<file path="src/rtl/lsu_ctrl.sv">
// Load/store controller between the ALU and the data-memory bus: issues one bus
// request per op, steers store lanes, extends load data, and hands the result to writeback.
module lsu_ctrl #(
  parameter int TIMEOUT = 255,
  parameter int CNT_W   = 8
) (
  input  logic        clk,
  input  logic        rst,

  input  logic        in_valid,
  output logic        in_ready,
  input  logic        in_is_store,
  input  logic [2:0]  in_funct3,
  input  logic [31:0] in_addr,
  input  logic [31:0] in_wdata,

  output logic        mem_req_valid,
  input  logic        mem_req_ready,
  output logic [31:0] mem_addr,
  output logic        mem_wen,
  output logic [31:0] mem_wdata,
  output logic [3:0]  mem_wstrb,
  input  logic        mem_rsp_valid,
  input  logic [31:0] mem_rdata,

  output logic        out_valid,
  input  logic        out_ready,
  output logic [31:0] out_rdata,
  output logic        out_err
);

  // state | meaning
  // IDLE  | waiting for an op; in_ready high
  // REQ   | bus request held until mem_req_ready
  // WAIT  | waiting for response / write ack, timeout counter running
  // DONE  | result presented to writeback until out_ready
  typedef enum logic [1:0] {
    S_IDLE = 2'd0,
    S_REQ  = 2'd1,
    S_WAIT = 2'd2,
    S_DONE = 2'd3
  } state_t;

  localparam logic [CNT_W-1:0] CNT_LAST = CNT_W'(TIMEOUT - 1);

  state_t            state_q;
  logic [CNT_W-1:0]  cnt_q;
  logic              is_store_q;
  logic [2:0]        funct3_q;
  logic [1:0]        off_q;
  logic [31:0]       mem_addr_q;
  logic [31:0]       mem_wdata_q;
  logic [3:0]        mem_wstrb_q;
  logic              mem_wen_q;
  logic [31:0]       out_rdata_q;
  logic              out_err_q;

  logic              illegal_d;
  logic              misalign_d;
  logic [3:0]        wstrb_d;
  logic [31:0]       wdata_d;
  logic [7:0]        byte_sel_d;
  logic [15:0]       half_sel_d;
  logic [31:0]       load_d;

  // Decode of the op presented in IDLE; only ever captured into registers.
  always_comb begin
    illegal_d  = 1'b0;
    misalign_d = 1'b0;
    wstrb_d    = 4'b0000;
    wdata_d    = in_wdata;
    case (in_funct3)
      3'b000: begin
        wstrb_d = 4'b0001 << in_addr[1:0];
        wdata_d = {4{in_wdata[7:0]}};
      end
      3'b001: begin
        misalign_d = in_addr[0];
        wstrb_d    = 4'b0011 << in_addr[1:0];
        wdata_d    = {2{in_wdata[15:0]}};
      end
      3'b010: begin
        misalign_d = |in_addr[1:0];
        wstrb_d    = 4'b1111;
      end
      3'b100: illegal_d = in_is_store;
      3'b101: begin
        illegal_d  = in_is_store;
        misalign_d = in_addr[0];
      end
      default: illegal_d = 1'b1;
    endcase
    if (!in_is_store) begin
      wstrb_d = 4'b0000;
    end
  end

  always_comb begin
    byte_sel_d = mem_rdata[7:0];
    case (off_q)
      2'd0: byte_sel_d = mem_rdata[7:0];
      2'd1: byte_sel_d = mem_rdata[15:8];
      2'd2: byte_sel_d = mem_rdata[23:16];
      2'd3: byte_sel_d = mem_rdata[31:24];
      default: byte_sel_d = mem_rdata[7:0];
    endcase
    half_sel_d = off_q[1] ? mem_rdata[31:16] : mem_rdata[15:0];
    case (funct3_q)
      3'b000:  load_d = {{24{byte_sel_d[7]}}, byte_sel_d};
      3'b100:  load_d = {24'h000000, byte_sel_d};
      3'b001:  load_d = {{16{half_sel_d[15]}}, half_sel_d};
      3'b101:  load_d = {16'h0000, half_sel_d};
      default: load_d = mem_rdata;
    endcase
  end

  always_ff @(posedge clk or posedge rst) begin
    if (rst) begin
      state_q     <= S_IDLE;
      cnt_q       <= '0;
      is_store_q  <= 1'b0;
      funct3_q    <= 3'b000;
      off_q       <= 2'b00;
      mem_addr_q  <= 32'h0;
      mem_wdata_q <= 32'h0;
      mem_wstrb_q <= 4'b0000;
      mem_wen_q   <= 1'b0;
      out_rdata_q <= 32'h0;
      out_err_q   <= 1'b0;
    end else begin
      case (state_q)
        S_IDLE: begin
          if (in_valid) begin
            is_store_q  <= in_is_store;
            funct3_q    <= in_funct3;
            off_q       <= in_addr[1:0];
            out_rdata_q <= 32'h0;
            if (illegal_d || misalign_d) begin
              out_err_q <= 1'b1;
              state_q   <= S_DONE;
            end else begin
              mem_addr_q  <= {in_addr[31:2], 2'b00};
              mem_wdata_q <= wdata_d;
              mem_wstrb_q <= wstrb_d;
              mem_wen_q   <= in_is_store;
              out_err_q   <= 1'b0;
              state_q     <= S_REQ;
            end
          end
        end
        S_REQ: begin
          if (mem_req_ready) begin
            cnt_q   <= '0;
            state_q <= S_WAIT;
          end
        end
        S_WAIT: begin
          // A response in the final counted cycle still beats the timeout.
          if (mem_rsp_valid) begin
            out_rdata_q <= is_store_q ? 32'h0 : load_d;
            out_err_q   <= 1'b0;
            state_q     <= S_DONE;
          end else if (cnt_q == CNT_LAST) begin
            out_rdata_q <= 32'h0;
            out_err_q   <= 1'b1;
            state_q     <= S_DONE;
          end else begin
            cnt_q <= cnt_q + CNT_W'(1);
          end
        end
        S_DONE: begin
          if (out_ready) begin
            state_q <= S_IDLE;
          end
        end
        default: state_q <= S_IDLE;
      endcase
    end
  end

  assign in_ready      = (state_q == S_IDLE);
  assign mem_req_valid = (state_q == S_REQ);
  assign out_valid     = (state_q == S_DONE);
  assign mem_addr      = mem_addr_q;
  assign mem_wen       = mem_wen_q;
  assign mem_wdata     = mem_wdata_q;
  assign mem_wstrb     = mem_wstrb_q;
  assign out_rdata     = out_rdata_q;
  assign out_err       = out_err_q;

endmodule
</file>
<file path="config.mk">
export PLATFORM = sky130hd
export DESIGN_NAME = lsu_ctrl
export DESIGN_NICKNAME = d
export VERILOG_FILES = /design/src/rtl/lsu_ctrl.sv
export SDC_FILE = /design/constraint.sdc
export NUM_CORES = 1
export LEC_CHECK = 0
export CORE_MARGIN = 1
export CORE_UTILIZATION = 45
export CTS_CLUSTER_DIAMETER = 100
export DETAILED_ROUTE_END_ITERATION = 10
export PLACE_DENSITY_LB_ADDON = 0.2
export SLEW_MARGIN = 20
export SYNTH_ARGS = -nofsm -noshare
export SYNTH_HDL_FRONTEND = slang
export SYNTH_SLANG_ARGS = --single-unit
</file>
<file path="constraint.sdc">
create_clock -name clk -period 5.2 [get_ports clk]
set_input_delay 1.04 -clock clk [delete_from_list [all_inputs] [get_ports clk]]
set_output_delay 1.04 -clock clk [all_outputs]
set_load 0.05 [all_outputs]
</file>
==> impl_results.md <==
* 1st-iter DRT viols at roughly 250
* Synth area leader: dfrtp_1
* Flop2flop setup slack at 2.95 ns
* Fin crit period at 3.37 ns
* Slew margin rel. at 0.304
* Die extent in x at 113 µm
* P_leak at 3.54 nW
* Crit path cell chain: clkdlybuf4s50_1, a221oi_2, o21ai_4, buf_12, mux2_2
* Sequential share of the synthesized area at 0.521
* DPL Wire Length at 10600 µm
* First-pass GRT wire length at 24000 µm
* Insertion delay to the later sink of the worst-skew pair at 0.41 ns
* Most common cell after layout, fill and taps aside: clkdlybuf4s50_1
* Worst min path class: reg -> reg
* FF+latch count, synth at around 120
* Max cap viols at 0
* Maximum clock rate at 297 MHz
* P&R area growth vs syn at 49.1%
* Worst Tran Pin Value at 1.04 ns
* TritonRoute pass-1 iters at 4
* Grt total ovfl at 0
* Startpoint class of the critical path: primary input
* Starting Density at 0.462
* ANT cells at 0
* Crit path largest cell delay at 1.04 ns
* Dpl cell area at 7740 µm²
* Number of post-CTS setup repair buffers at 0
* Cell count after synthesis at 500
* Site Rows at 40
* Pwr dens at 708 nW/µm²
* WL final at 15000 µm
* Port Buffers at around 210
* CTS Buf Count at 17
* Yosys cell types at 49
* DRC Markers at 0
* Ys async rst share at 1.00
* Largest net degree at the start of global routing at 76
* Fin. Hold Viols at 0
* Synth top area cells: dfrtp_1 52%, mux2_2 6.3%, mux2_1 5.1%
* Num Clock Sinks at 116
* CTS tree: built
* Critical path class: in -> reg
* Tcrit/Tclk final at 0.648
* Design area at 8310 µm²
* Buf+Inv Stages, Crit Path at 2
* Ys Warns at 0
* Setup violators final at 0
* Routed len/inst at 17.1 µm
* Met1 Wirelength at 6170 µm
* Crit path DAT at 3.66 ns
* Cell family with most CP delay: buffers and inverters
* Final worst slack at 1.83 ns
* Antenna-violating nets left at 0
* Clock slew at reported path FFs at roughly 0.050 ns
* Met3 wire length at 1270 µm
* Vias in the first global route at approximately 4.8k
* Worst slack on hold paths at 0.477 ns
* Setup_tns at 0 ns
* Avg Synthesized Cell Area at approximately 11 µm²
* Commonest non-fill, non-tap cells in the layout: 208 x clkdlybuf4s50_1, 116 x dfrtp_1, 43 x nand2_1, 37 x o21ai_0, 31 x mux2_2
* CTS-repair resized insts at 0
* Clk_skew at 0.00577 ns
* IO Pins at 211
* Routability cong. at 0.823
* CTS Buffer Depth at 2
* Mapped Area at 5570 µm²
* CP max-delay cell: clkdlybuf4s50_1
* Uppermost routed layer: met4
* H-tree levels at 4
* Total GRT Usage at 0.244
* Met2 Wirelength at 7340 µm
* Clock tree root buffer cell: clkbuf_16
* Number of synthesized flops with an enable pin at 0
* WP data required at approximately 5.5 ns
* Status: finished clean
* Fin nets at 810
* Die height at roughly 110 µm
* Worst-path fanout max at 75
* Core footprint at ~12000 µm²
* CP Capture Type: register
* Maximum VDD drop at about 0.43 mV
* Dpl ws at 1.40 ns
* Total Power at around 5.9 mW
* Initial antenna violation count at 0
* Hold Buf Count CTS at 0
* Slew Viols, Final at 0
* Share of cells above drive strength 1 at 0.0987
* Ys flop type: dfrtp_1
* Vias per cell at approximately 5.3
* Vias post-DR at 4658
* RSZ-0062 raised after global routing: false
* Yosys top cell area share at 0.521
* Die area at 12800 µm²
stage by stage:
step                 util  std cells
floorplan               -        501
global route        0.689        877
detailed placement  0.642        847
CTS                 0.689        877
finish              0.689        877
global placement    0.642        847
layout make-up:
class,count,area [µm²]
flip-flops and latches,116,2900
clock inverters,5,75.1
fillers,929,3760
repair buffers,212,2120
well taps,168,210
inverters,16,62.6
multi-input cells,335,2440
clock buffers,25,485
cell families (layout without fill, tap and decap cells):
| group | count (synthesis) | in the layout | share of synthesized area |
|---|---|---|---|
| other | 1 | 2 | 0.000673 |
| multiplexers | 84 | 84 | 0.164 |
| AO/OA/AOI/OAI | 132 | 132 | 0.157 |
| flip-flops | 116 | 116 | 0.521 |
| buffers and inverters | 50 | 258 | 0.0427 |
| adder cells (fa/ha/maj) | 6 | 6 | 0.0135 |
| AND/OR/NAND/NOR | 111 | 111 | 0.102 |
sequential cells by signal, indices dropped and copies added, names as in the netlist, 2 cells and up:
register,count
mem_wstrb,4
state_q,2
mem_wdata,32
funct3_q,3
off_q,2
cnt_q,8
mem_addr,30
out_rdata,32
cell usage after synthesis, types with 3 or more instances:
library cell / count
o21ai_0: 37
buf_2: 19
mux2i_1: 28
nand3_1: 18
or4_1: 3
buf_4: 3
a22o_1: 8
mux2_1: 25
clkbuf_1: 10
or3_1: 3
ha_1: 6
and3_1: 3
inv_1: 16
nand2_1: 43
nor2_1: 7
nor3_1: 8
a221o_1: 20
o21ai_1: 18
a21oi_1: 27
nor2b_1: 4
a31oi_1: 4
nand2b_1: 10
o31ai_1: 3
mux2_2: 31
dfrtp_1: 116
where the power goes:
group	total (mW)	switching, mW	internal, mW
combinational	3.15	2.03	1.11
clock	1.11	0.381	0.734
sequential	1.62	0.310	1.31
per-layer routing:
metal | vias up | track usage
li1 | 2215 | -
met3 | 14 | 0.106
met2 | 163 | 0.409
met1 | 2266 | 0.277
met4 | 0 | 0.0912
met5 | - | 0
worst register-to-register path, cell delays in order, from the launching register on:
cell and delay (ns):
dfrtp_1 0.40, inv_1 0.11, ha_1 0.30, and2_1 0.38
o21ai_4 0.26, buf_12 0.28, mux2_1 0.39
worst paths after layout:
| kind | start | to | depth (start not counted) |
|---|---|---|---|
| hold / removal | mem_wdata[24] | mem_wdata[24] | 2 |
| setup reg to reg | state_q[1] | mem_addr[6] | 6 |
| setup / recovery | in_funct3[0] | mem_addr[15] | 5 |
| max in group asynchronous | rst | mem_wdata[12] | 3 |
| min in group asynchronous | rst | mem_addr[3] | 2 |
| hold reg to reg | mem_wdata[24] | mem_wdata[24] | 2 |
No activity file was read; power rests on OpenSTA's default activity.
